===== src/rtl/id_exe_pkg.sv =====
// Shared types for the ID/EXE pipeline register: the packed control word,
// the EXE command encodings and field widths.
package id_exe_pkg;

  localparam int DEST_W = 4;
  localparam int CTRL_W = 16;

  localparam logic [3:0] EXE_CMD_NOP = 4'h0;
  localparam logic [3:0] EXE_CMD_MOV = 4'h1;
  localparam logic [3:0] EXE_CMD_ADD = 4'h2;
  localparam logic [3:0] EXE_CMD_ADC = 4'h3;
  localparam logic [3:0] EXE_CMD_SUB = 4'h4;
  localparam logic [3:0] EXE_CMD_SBC = 4'h5;
  localparam logic [3:0] EXE_CMD_AND = 4'h6;
  localparam logic [3:0] EXE_CMD_ORR = 4'h7;
  localparam logic [3:0] EXE_CMD_EOR = 4'h8;
  localparam logic [3:0] EXE_CMD_MVN = 4'h9;

  // wb_en is bit 15, rsvd occupies bits 5:0.
  typedef struct packed {
    logic       wb_en;
    logic       mem_r_en;
    logic       mem_w_en;
    logic [3:0] exe_cmd;
    logic       s;
    logic       b;
    logic       imm;
    logic [5:0] rsvd;
  } id_exe_ctrl_t;

  localparam id_exe_ctrl_t CTRL_BUBBLE = '0;

endpackage


===== src/rtl/id_exe_slot.sv =====
// One pipeline slot: a valid bit plus a payload register, with load and clear.
// Clear wins over load so a flush can never be overridden by a transfer.
module id_exe_slot #(
  parameter int W = 8
) (
  input  logic         clk,
  input  logic         rst_n,
  input  logic         i_load,
  input  logic         i_clear,
  input  logic [W-1:0] i_data,
  output logic         o_valid,
  output logic [W-1:0] o_data
);

  logic         r_valid;
  logic [W-1:0] r_data;

  // NOTE: state updates use non-blocking assignments so every register samples
  // pre-edge values; the payload is reset too, so out_* read zero after reset.
  always_ff @(posedge clk or negedge rst_n) begin
    if (!rst_n) begin
      r_valid <= 1'b0;
      r_data  <= '0;
    end else if (i_clear) begin
      r_valid <= 1'b0;
    end else if (i_load) begin
      r_valid <= 1'b1;
      r_data  <= i_data;
    end
  end

  assign o_valid = r_valid;
  assign o_data  = r_data;

endmodule


===== src/rtl/id_exe_reg.sv =====
// ID->EXE pipeline register as a two-slot skid buffer: full throughput, with
// in_ready derived only from the skid register, flush for taken branches.
module id_exe_reg
  import id_exe_pkg::*;
#(
  parameter int DATA_W = 32,
  parameter int CNT_W  = 16
) (
  input  logic              clk,
  input  logic              rst_n,
  input  logic              flush,
  input  logic              in_valid,
  output logic              in_ready,
  input  logic [DATA_W-1:0] in_pc,
  input  logic [DATA_W-1:0] in_instruction,
  input  logic [DATA_W-1:0] in_val_rn,
  input  logic [DATA_W-1:0] in_val_rm,
  input  logic [DEST_W-1:0] in_dest,
  input  id_exe_ctrl_t      in_ctrl,
  output logic              out_valid,
  input  logic              out_ready,
  output logic [DATA_W-1:0] out_pc,
  output logic [DATA_W-1:0] out_instruction,
  output logic [DATA_W-1:0] out_val_rn,
  output logic [DATA_W-1:0] out_val_rm,
  output logic [DEST_W-1:0] out_dest,
  output id_exe_ctrl_t      out_ctrl,
  output logic [CNT_W-1:0]  stall_count
);

  localparam int PAY_W = 4 * DATA_W + DEST_W + CTRL_W;
  localparam logic [CNT_W-1:0] STALL_MAX = '1;

  logic             w_main_valid, w_skid_valid;
  logic [PAY_W-1:0] w_main_data, w_skid_data, w_in_payload, w_main_next;
  logic             w_accept, w_main_load, w_main_clear, w_skid_load, w_skid_clear;
  id_exe_ctrl_t     w_main_ctrl;
  logic [CNT_W-1:0] r_stall_count;

  assign w_in_payload = {in_pc, in_instruction, in_val_rn, in_val_rm, in_dest, in_ctrl};

  assign in_ready = ~w_skid_valid;
  assign w_accept = in_valid & in_ready & ~flush;

  // A full skid always drains into main first, so it never competes with in.
  assign w_main_load  = ~flush & ((w_skid_valid & out_ready) |
                                  (w_accept & (~w_main_valid | out_ready)));
  assign w_main_next  = w_skid_valid ? w_skid_data : w_in_payload;
  assign w_main_clear = flush | (w_main_valid & out_ready & ~w_skid_valid & ~w_accept);

  assign w_skid_load  = w_accept & w_main_valid & ~out_ready;
  assign w_skid_clear = flush | (w_skid_valid & out_ready);

  id_exe_slot #(.W(PAY_W)) u_main (
    .clk     (clk),
    .rst_n   (rst_n),
    .i_load  (w_main_load),
    .i_clear (w_main_clear),
    .i_data  (w_main_next),
    .o_valid (w_main_valid),
    .o_data  (w_main_data)
  );

  id_exe_slot #(.W(PAY_W)) u_skid (
    .clk     (clk),
    .rst_n   (rst_n),
    .i_load  (w_skid_load),
    .i_clear (w_skid_clear),
    .i_data  (w_in_payload),
    .o_valid (w_skid_valid),
    .o_data  (w_skid_data)
  );

  assign {out_pc, out_instruction, out_val_rn, out_val_rm, out_dest, w_main_ctrl} = w_main_data;
  assign out_valid = w_main_valid;
  // A bubble must never carry write-back or memory enables into EXE.
  assign out_ctrl  = w_main_valid ? w_main_ctrl : CTRL_BUBBLE;

  always_ff @(posedge clk or negedge rst_n) begin
    if (!rst_n) begin
      r_stall_count <= '0;
    end else if (in_valid && !in_ready && !flush && r_stall_count != STALL_MAX) begin
      r_stall_count <= r_stall_count + CNT_W'(1);
    end
  end

  assign stall_count = r_stall_count;

endmodule


===== config.mk =====
export PLATFORM = sky130hd
export DESIGN_NAME = id_exe_reg
export DESIGN_NICKNAME = d
export VERILOG_FILES = /design/src/rtl/id_exe_pkg.sv /design/src/rtl/id_exe_slot.sv /design/src/rtl/id_exe_reg.sv
export SDC_FILE = /design/constraint.sdc
export NUM_CORES = 1
export LEC_CHECK = 0
export BUFFER_PORTS_ARGS = -buffer_cell sky130_fd_sc_hd__buf_2
export CAP_MARGIN = 20
export CORE_MARGIN = 2
export CORE_UTILIZATION = 45
export DETAILED_ROUTE_END_ITERATION = 12
export PLACE_DENSITY = 0.68
export SYNTH_ARGS = -nofsm -noshare
export SYNTH_HDL_FRONTEND = slang
export SYNTH_SLANG_ARGS = --single-unit

===== constraint.sdc =====
create_clock -name clk -period 1.8 [get_ports clk]
set_input_delay 0.27 -clock clk [delete_from_list [all_inputs] [get_ports clk]]
set_output_delay 0.27 -clock clk [all_outputs]
set_load 0.01 [all_outputs]

# [Word-level counts from Yosys, hierarchy flattened]
# Cells that the tools add are included.
# W data, S select, Z words.
[classes] add_sub_neg=1 eq_ne=1 mux=6 n_bitwise=21 reduce_logical=8
[op_table] op="$mux W148" count=1
[op_table] op="$add A16 B1 Y16 const B" count=1
[op_table] op="$mux W16" count=1
[op_table] op="$ne A16 B16 Y1 const B" count=1
[op_table] op="$and A1 B1 Y1" count=10
[op_table] op="$not A1 Y1" count=7
[op_table] op="$mux W1" count=4
[op_table] op="$or A1 B1 Y1" count=4
[op_table] op="$reduce_and A2 Y1" count=2
[op_table] op="$reduce_bool A2 Y1" count=2
[op_table] op="$logic_and A1 B1 Y1" count=3
[op_table] op="$logic_not A1 Y1" count=1
[word_totals] register_bits=314 input_bits=153 out_inout_bits=166

# [Longest topological paths before layout]
# Gate-level depths: netlist of the first run.
[logic_depth] ltp_word=8 ltp_mapped=8

# [Modules after synthesis]
# From an unflattened synthesis of the first run, not the netlist that was laid out.
[unflattened] hier_cells=894 area_unflattened_um2=13869.6
[modules_own_cells] mod="id_exe_slot" instances=2 cells_each=316 area_per_inst_um2=5584.1 seq_area_each_um2=3728.6
[modules_own_cells] mod="id_exe_reg" instances=1 cells_each=262 area_per_inst_um2=2701.3 seq_area_each_um2=400.4

# [Worst setup path after synthesis of the first run]
# OpenSTA, ideal clock, no wires.
[synth_path] path_type="register to register" start="register r_stall_count[0], in the netlist stall_count[0]" end="register r_stall_count[1], in the netlist stall_count[1]" arrival_time_ns=1.589 required_ns=1.675 setup_slack_ns=0.086 stages_incl_launch_ff=6 n_path_buf=0 synth_period_minus_slack_ns=1.714 path_cell_list="dfrtp_1 -> ha_1 -> nand3_1 -> nor4_4 -> nor2_2 -> mux2_4"
[synth_via] elab_chain_len=2 word_cells_on_any_way=3
[synth_lines] element="from (decl)" line_no="id_exe_reg.sv:38" rtl="logic [CNT_W-1:0] r_stall_count;"
[synth_lines] element="from (signal assigned)" line_no="id_exe_reg.sv:83" rtl="r_stall_count <= r_stall_count + CNT_W'(1);"
[synth_lines] element="parallel branches: the longest is 2 deep, another holds $add A16 B1 Y16"
# Several ways; the timed one is not identified.
# A chain may end at the register's enable or synchronous reset.

==> impl_metrics.py, run 1 <==
metrics = {
    "placement": {
        "placed_cell_area_sq_mm": 0.0156,
        "portBuffers": 318,
        "gp_congestion": 0.754,
        "dpl_worst_slack_ns": 0.150,
        "dp_hpwl_um": 20500,
        "dp.cells": 1756,
    },
    "hold_path": {
        "whs_path_depth": 2,
        "hold_path.class": "input pin to flip-flop",
        "worstHoldStart": "in_ctrl[6]",
    },
    "routing": {
        "wl_met1_um": 13300,
        "wl_per_cell_um": 16.3,
        "drc": 0,
        "wl_met2_um": 14600,
        "initialDrtViolationCount": 367,
        "vias": 9247,
        "drt-pass1-iter-count": 4,
        "met3_length_um": 1910,
        "top_layer": "met5",
        "vias_per_cell": 4.98,
        "ant_nets": 0,
        "totalWireLength_um": 30300,
    },
    "clocking": {
        "numCtsBuffers": 37,
        "h-tree-depth": 2,
        "clk_pin_slew_worst_paths_ns": 0.06,
        "cts_sinks": 314,
        "cts_tree": "yes",
        "cts-root-buf": "clkbuf_16",
        "clk_latency_ns": 0.50,
        "cts.path.max_buffers": 3,
    },
    "floorplan": {
        "io_pins": 319,
        "chipWidth_um": 182,
        "die_area_sq_mm": 0.0332,
        "initial_core_util": 0.456,
        "core_area_sq_mm": 0.0314,
        "num_rows": 65,
        "die_y_um": 182,
    },
    "worst_setup_path": {
        "regToRegStartpoint": "u_skid.o_valid",
        "critPathLaunchType": "flip-flop",
        "r2r_cells": 4,
        "crit_path_end_kind": "output port",
        "critPathLaunch": "u_main.o_valid",
        "cp_max_fo": 17,
        "required_ns": 1.53,
        "crit_type": "flip-flop to output port",
        "crit_arrival_ns": 1.45,
    },
    "finish": {
        "area_delta_synth_final_pct": 19.8,
        "final_area_sq_mm": 0.0171,
        "postLayoutCoreUtil": 0.546,
        "final_cells": 1858,
        "drive_gt1_frac": 0.396,
        "nNetsFinal": 1586,
    },
    "global_routing": {
        "grt_pass1_wl_um": 49500,
        "grt_max_degree": 82,
        "grt_pass1_vias": 9739,
        "grt_remaining_overflow": 0,
        "antenna_found_initial": 3,
        "grt.total_usage": 0.183,
    },
    "logic_synthesis": {
        "yosys.area_share.simple": 0.0651,
        "ys_types": 34,
        "synth_fp_nets": 1344,
        "synthCells": 1190,
        "syn_area_sq_mm": 0.0143,
        "yosysSeqAreaShare": 0.549,
        "synth_fa_ha_area_frac": 0.000875,
        "synth_xor_area_frac": 0.00735,
        "ys_warn_count": 0,
        "synth_top_area_share": 0.549,
        "synth_compound_area_frac": 0.0554,
        "avgSynthCellArea_sq_um": 12.0,
        "ys_seq_elements": 314,
        "yosys.area.top_type": "dfrtp_1",
        "synthMuxAreaShare": 0.224,
        "yosys-top-cells-area": "dfrtp_1 (55%), mux2_2 (12%), mux2i_1 (11%), buf_4 (8.3%), o21ai_0 (4.9%)",
        "synth_top_family_by_area": "multiplexers",
    },
    "sta": {
        "fin_setup_tns_ns": 0,
        "tightest_slew_ns": 0.669,
        "finClkSkew_ns": 0.0113,
        "finalMaxSlewViolations": 0,
        "min_period_ns": 1.72,
        "fin_ws_ns": 0.0784,
        "clock.fmax_ghz": 0.581,
        "fin_crit_sh": 0.956,
        "hold_violations": 0,
        "finalSetupViolations": 0,
        "rsz0062_at_grt": "no",
        "slew_headroom": 0.554,
    },
    "power": {
        "p_leak_nw": 8.14,
        "pwr_density_cell_mw_per_mm2": 1140,
        "ir_worst_vdd_mv": 0.972,
    },
    "flow_run": {
        "drv_cap": 0,
    },
    "status": {
        "outcome": "completed",
    },
}
==> critical path: stages (launching register included) <==
cell and delay (ns):
dfrtp_1 0.44, buf_12 0.19, and2_1 0.18, buf_2 0.15
==> routing by layer <==
layer  track usage  vias to the layer above
li1              -                     4425
met1         0.235                     4550
met2         0.306                      230
met3        0.0503                       40
met4        0.0461                        2
met5             0                        -
==> synth_stat cells (all sizes together) <==
library cell / count
a21oi: 3
and2: 16
and3: 6
and4: 2
buf: 184
clkbuf: 15
dfrtp: 314
ha: 1
inv: 4
mux2: 150
mux2i: 151
nand2: 153
nand3: 10
nand4: 6
nand4b: 1
nor2: 4
nor3: 6
nor3b: 1
nor4: 1
o211a: 1
o21ai: 148
o221ai: 1
xnor2: 5
xor2: 7
==> registers in the layout, summed over array words and instances (netlist names) <==
signal and count:
u_main.o_valid 1, u_main.o_data 148, stall_count 16, u_skid.o_data 148, u_skid.o_valid 1
==> kinds of logic after synthesis <==
group / Yosys count
DFF: 314
muxes: 301
and+or+nand+nor: 206
buffers and inverters: 203
AOI/OAI and AO/OA: 153
xor gates and xnor gates: 12
adders and majority gates: 1
==> through the flow <==
stage | hold slack (ns) | total power, W
after CTS | 0.000179 | 0.0197
final | 0.0257 | 0.0195
after detailed placement | 0.259 | 0.0126
after global placement | 0.252 | 0.0124
after floorplan | -0.0256 | 0.0118
after global routing | 0.00601 | 0.0206
==> path summary, 6_finish.rpt <==
| kind | endpoint | slack [ns] |
|---|---|---|
| worst max-delay path | out_ctrl[9] | 0.08 |
| worst min-delay path | u_skid.o_data[6] | 0.03 |
| worst max register to register | u_skid.o_data[86] | 0.12 |
| worst min register to register | u_main.o_data[32] | 0.47 |
| max in group asynchronous | u_skid.o_data[40] | 0.73 |
| min in group asynchronous | u_skid.o_data[117] | 0.31 |
==> layout by cell type (no fill, tap or decap), types with 12 or more instances in the layout <==
cell / count
buf_12: 19
o21ai_0: 139
clkbuf_16: 37
mux2_2: 149
buf_4: 26
dfrtp_1: 313
clkbuf_8: 12
mux2i_1: 151
buf_2: 317
nand2_1: 153
and2_1: 16
dlygate4sd3_1: 39
==> where the power goes <==
part           switching (W)  internal (W)
clock                0.00274       0.00426
sequential          0.000752       0.00854
combinational        0.00150       0.00169
==> what timing repair did <==
item	CTS	global route
setup endpoints to repair	9	1
cloned	0	0
gates resized for setup	2	1
setup buffers	0	0
hold endpoints to repair	79	2
hold buffers	37	2
==> layout make-up <==
type	instances	area (sq um)
Antenna cell	1	2.50
Clock buffer	59	1130
Clock inverter	3	18.8
Fill cell	2715	14300
Inverter	4	15.0
Multi-Input combinational cell	673	5040
Sequential cell	314	7860
Tap cell	402	503
Timing Repair Buffer	402	2570
Note: power is estimated with default switching activity, not from simulation.
==> run 2: changes to the inputs <==
CELL_PAD_IN_SITES_DETAIL_PLACEMENT = 0   (was default)
CELL_PAD_IN_SITES_GLOBAL_PLACEMENT = 1   (was default)
CORE_UTILIZATION = 43   (was 45)
PLACE_DENSITY = default   (was 0.68)
PLACE_DENSITY_LB_ADDON = 0.1   (was default)
==> run 2 against run 1 <==
Net effect: maximum frequency rose by 1.4%; combinational power rose by 3%; via count decreased by 0.36%; flip-flop and latch count is the same; global-route usage hardly changed; wire length grew 4.6%; sequential power is 0.4% lower; worst setup slack improved by 0.024 ns; cell area rose by 2.1%; largest power group unchanged; highest routed layer unchanged.
==> impl_metrics.py, run 2 (same netlist as run 1, synthesis figures left out) <==
metrics = {
    "status": {
        "outcome": "completed",
    },
    "clocking": {
        "h-tree-depth": 2,
        "post-cts-setup-buffer-count": 0,
        "clk_latency_ns": 0.50,
        "cts_sinks": 314,
        "cts.path.max_buffers": 3,
        "cts_tree": "yes",
        "numCtsBuffers": 36,
        "cts-root-buf": "clkbuf_16",
        "clk_pin_slew_worst_paths_ns": 0.06,
    },
    "sta": {
        "hold_violations": 0,
        "tightest_slew_ns": 0.625,
        "fin_setup_tns_ns": 0,
        "rsz0062_at_grt": "no",
        "finClkSkew_ns": 0.0112,
        "finalMaxSlewViolations": 0,
        "fin_ws_ns": 0.102,
        "fin_crit_sh": 0.943,
        "clock.fmax_ghz": 0.589,
        "min_period_ns": 1.70,
        "finalSetupViolations": 0,
        "slew_headroom": 0.583,
    },
    "worst_setup_path": {
        "slowest_stage": "dfrtp_1",
        "critPathLaunch": "u_main.o_valid",
        "reg2reg_to": "u_main.o_data[69]",
        "cp_max_fo": 18,
        "cp_top_family": "flip-flops",
        "critPathLaunchType": "flip-flop",
        "critical_path_buf_inv_count": 2,
        "path_cells": "buf_6 > and2_1 > buf_2",
        "crit_type": "flip-flop to output port",
        "r2r_cells": 5,
        "slowest_delay_ns": 0.40,
        "regToRegStartpoint": "u_skid.o_valid",
        "required_ns": 1.53,
        "worstSetupPathDepth": 3,
        "crit_arrival_ns": 1.43,
        "crit_path_end_kind": "output port",
        "cp-endpoint": "out_ctrl[13]",
        "r2r_slack_ns": 0.11,
    },
    "routing": {
        "initialDrtViolationCount": 348,
        "totalWireLength_um": 31700,
        "ant_nets": 0,
        "drc": 0,
        "vias_per_cell": 4.77,
        "vias": 9214,
        "wl_per_cell_um": 16.4,
        "drt-pass1-iter-count": 4,
    },
    "finish": {
        "final_cells": 1932,
        "nNetsFinal": 1622,
        "area_delta_synth_final_pct": 22.3,
        "final_area_sq_mm": 0.0175,
        "final_cell_mix": "buf_2 (317), dfrtp_1 (313), nand2_1 (153), mux2i_1 (151), mux2_2 (149)",
        "drive_gt1_frac": 0.381,
        "nFillCells": 2951,
        "mostFrequentLayoutCell": "buf_2",
    },
    "placement": {
        "gp_congestion": 0.748,
        "dp_hpwl_um": 21300,
        "placed_cell_area_sq_mm": 0.0156,
        "dpl_worst_slack_ns": 0.0883,
        "dp.cells": 1789,
        "portBuffers": 318,
    },
    "power": {
        "pwr_density_cell_mw_per_mm2": 1100,
        "switching_power_w": 0.00501,
        "sequentialPowerShare": 0.480,
        "power_w": 0.0193,
        "switching_share": 0.260,
        "combPwrFrac": 0.171,
        "p_int_w": 0.0143,
        "clkPwrFrac": 0.349,
        "ir_worst_vdd_mv": 0.757,
        "p_leak_nw": 8.26,
    },
    "global_routing": {
        "antenna_found_initial": 2,
        "grt_max_degree": 79,
        "grt_pass1_vias": 9178,
        "grt_pass1_wl_um": 51400,
        "grt_remaining_overflow": 0,
        "grt.total_usage": 0.182,
    },
    "floorplan": {
        "io_pins": 319,
        "die_y_um": 186,
        "die_area_sq_mm": 0.0347,
        "chipWidth_um": 186,
        "initial_core_util": 0.439,
        "num_rows": 66,
        "core_area_sq_mm": 0.0326,
    },
    "flow_run": {
        "drv_cap": 0,
    },
    "hold_path": {
        "hold_path.class": "input pin to flip-flop",
    },
}
-- run 2: cell count changes in the layout (fill, tap and decap cells not counted), moves of 3 or more --
cell           before  now
buf_12             19   16
buf_4              26   20
clkbuf_8           12    6
clkinv_2            2    7
dlygate4sd3_1      39   83
-- run 2: repair_timing --
item / CTS / global route
setup endpoints to repair: 1 / 3
resized for setup: 1 / 1
hold buffers: 83 / 0
hold endpoints to repair: 118 / 0
-- run 2: through the flow --
stage          hold WS [ns]  utilization
2_1_floorplan       -0.0256            -
3_3_place_gp          0.213        0.477
3_5_place_dp          0.212        0.477
4_1_cts            0.000336        0.536
5_1_grt             0.00566        0.536
6_report             0.0220        0.536
-- run 2: layout make-up --
| class | instances | area, sq um | area share |
|---|---|---|---|
| clock inverters | 7 | 35.0 | 0.00200 |
| diodes | 1 | 2.50 | 0.000143 |
| repair buffers | 439 | 2940 | 0.168 |
| clock buffers | 52 | 1040 | 0.0596 |
| flip-flops and latches | 314 | 7860 | 0.449 |
| inverters | 4 | 15.0 | 0.000858 |
| multi-input cells | 673 | 5040 | 0.288 |
| well taps | 442 | 553 | 0.0316 |
-- run 2: power by group through the flow --
| stage | clock network (W) | registers [W] | logic [W] |
|---|---|---|---|
| floorplan | 0 | 0.00919 | 0.00258 |
| global placement | 0 | 0.00932 | 0.00314 |
| detailed placement | 0 | 0.00938 | 0.00321 |
| CTS | 0.00698 | 0.00926 | 0.00336 |
| global route | 0.00729 | 0.00944 | 0.00367 |
| finish | 0.00673 | 0.00925 | 0.00329 |
-- run 2: worst min path at each step --
stage,from,end,slack [ns],cells past startpoint
after floorplan,rst_n,stall_count[0],-0.03,0
after global placement,rst_n,u_main.o_data[29],0.21,1
after detailed placement,rst_n,u_main.o_data[29],0.21,1
after CTS,in_instruction[18],u_skid.o_data[102],0.0003,2
after global routing,in_val_rn[27],u_skid.o_data[79],0.006,2
final,in_val_rm[15],u_skid.o_data[35],0.02,2
-- run 2: layer usage --
metal	GRT usage	wire length, um	part of all wire
met1	0.247	14200	0.45
met2	0.283	14600	0.46
met3	0.0555	2270	0.071
met4	0.0498	642	0.020
met5	0	13	0.00041
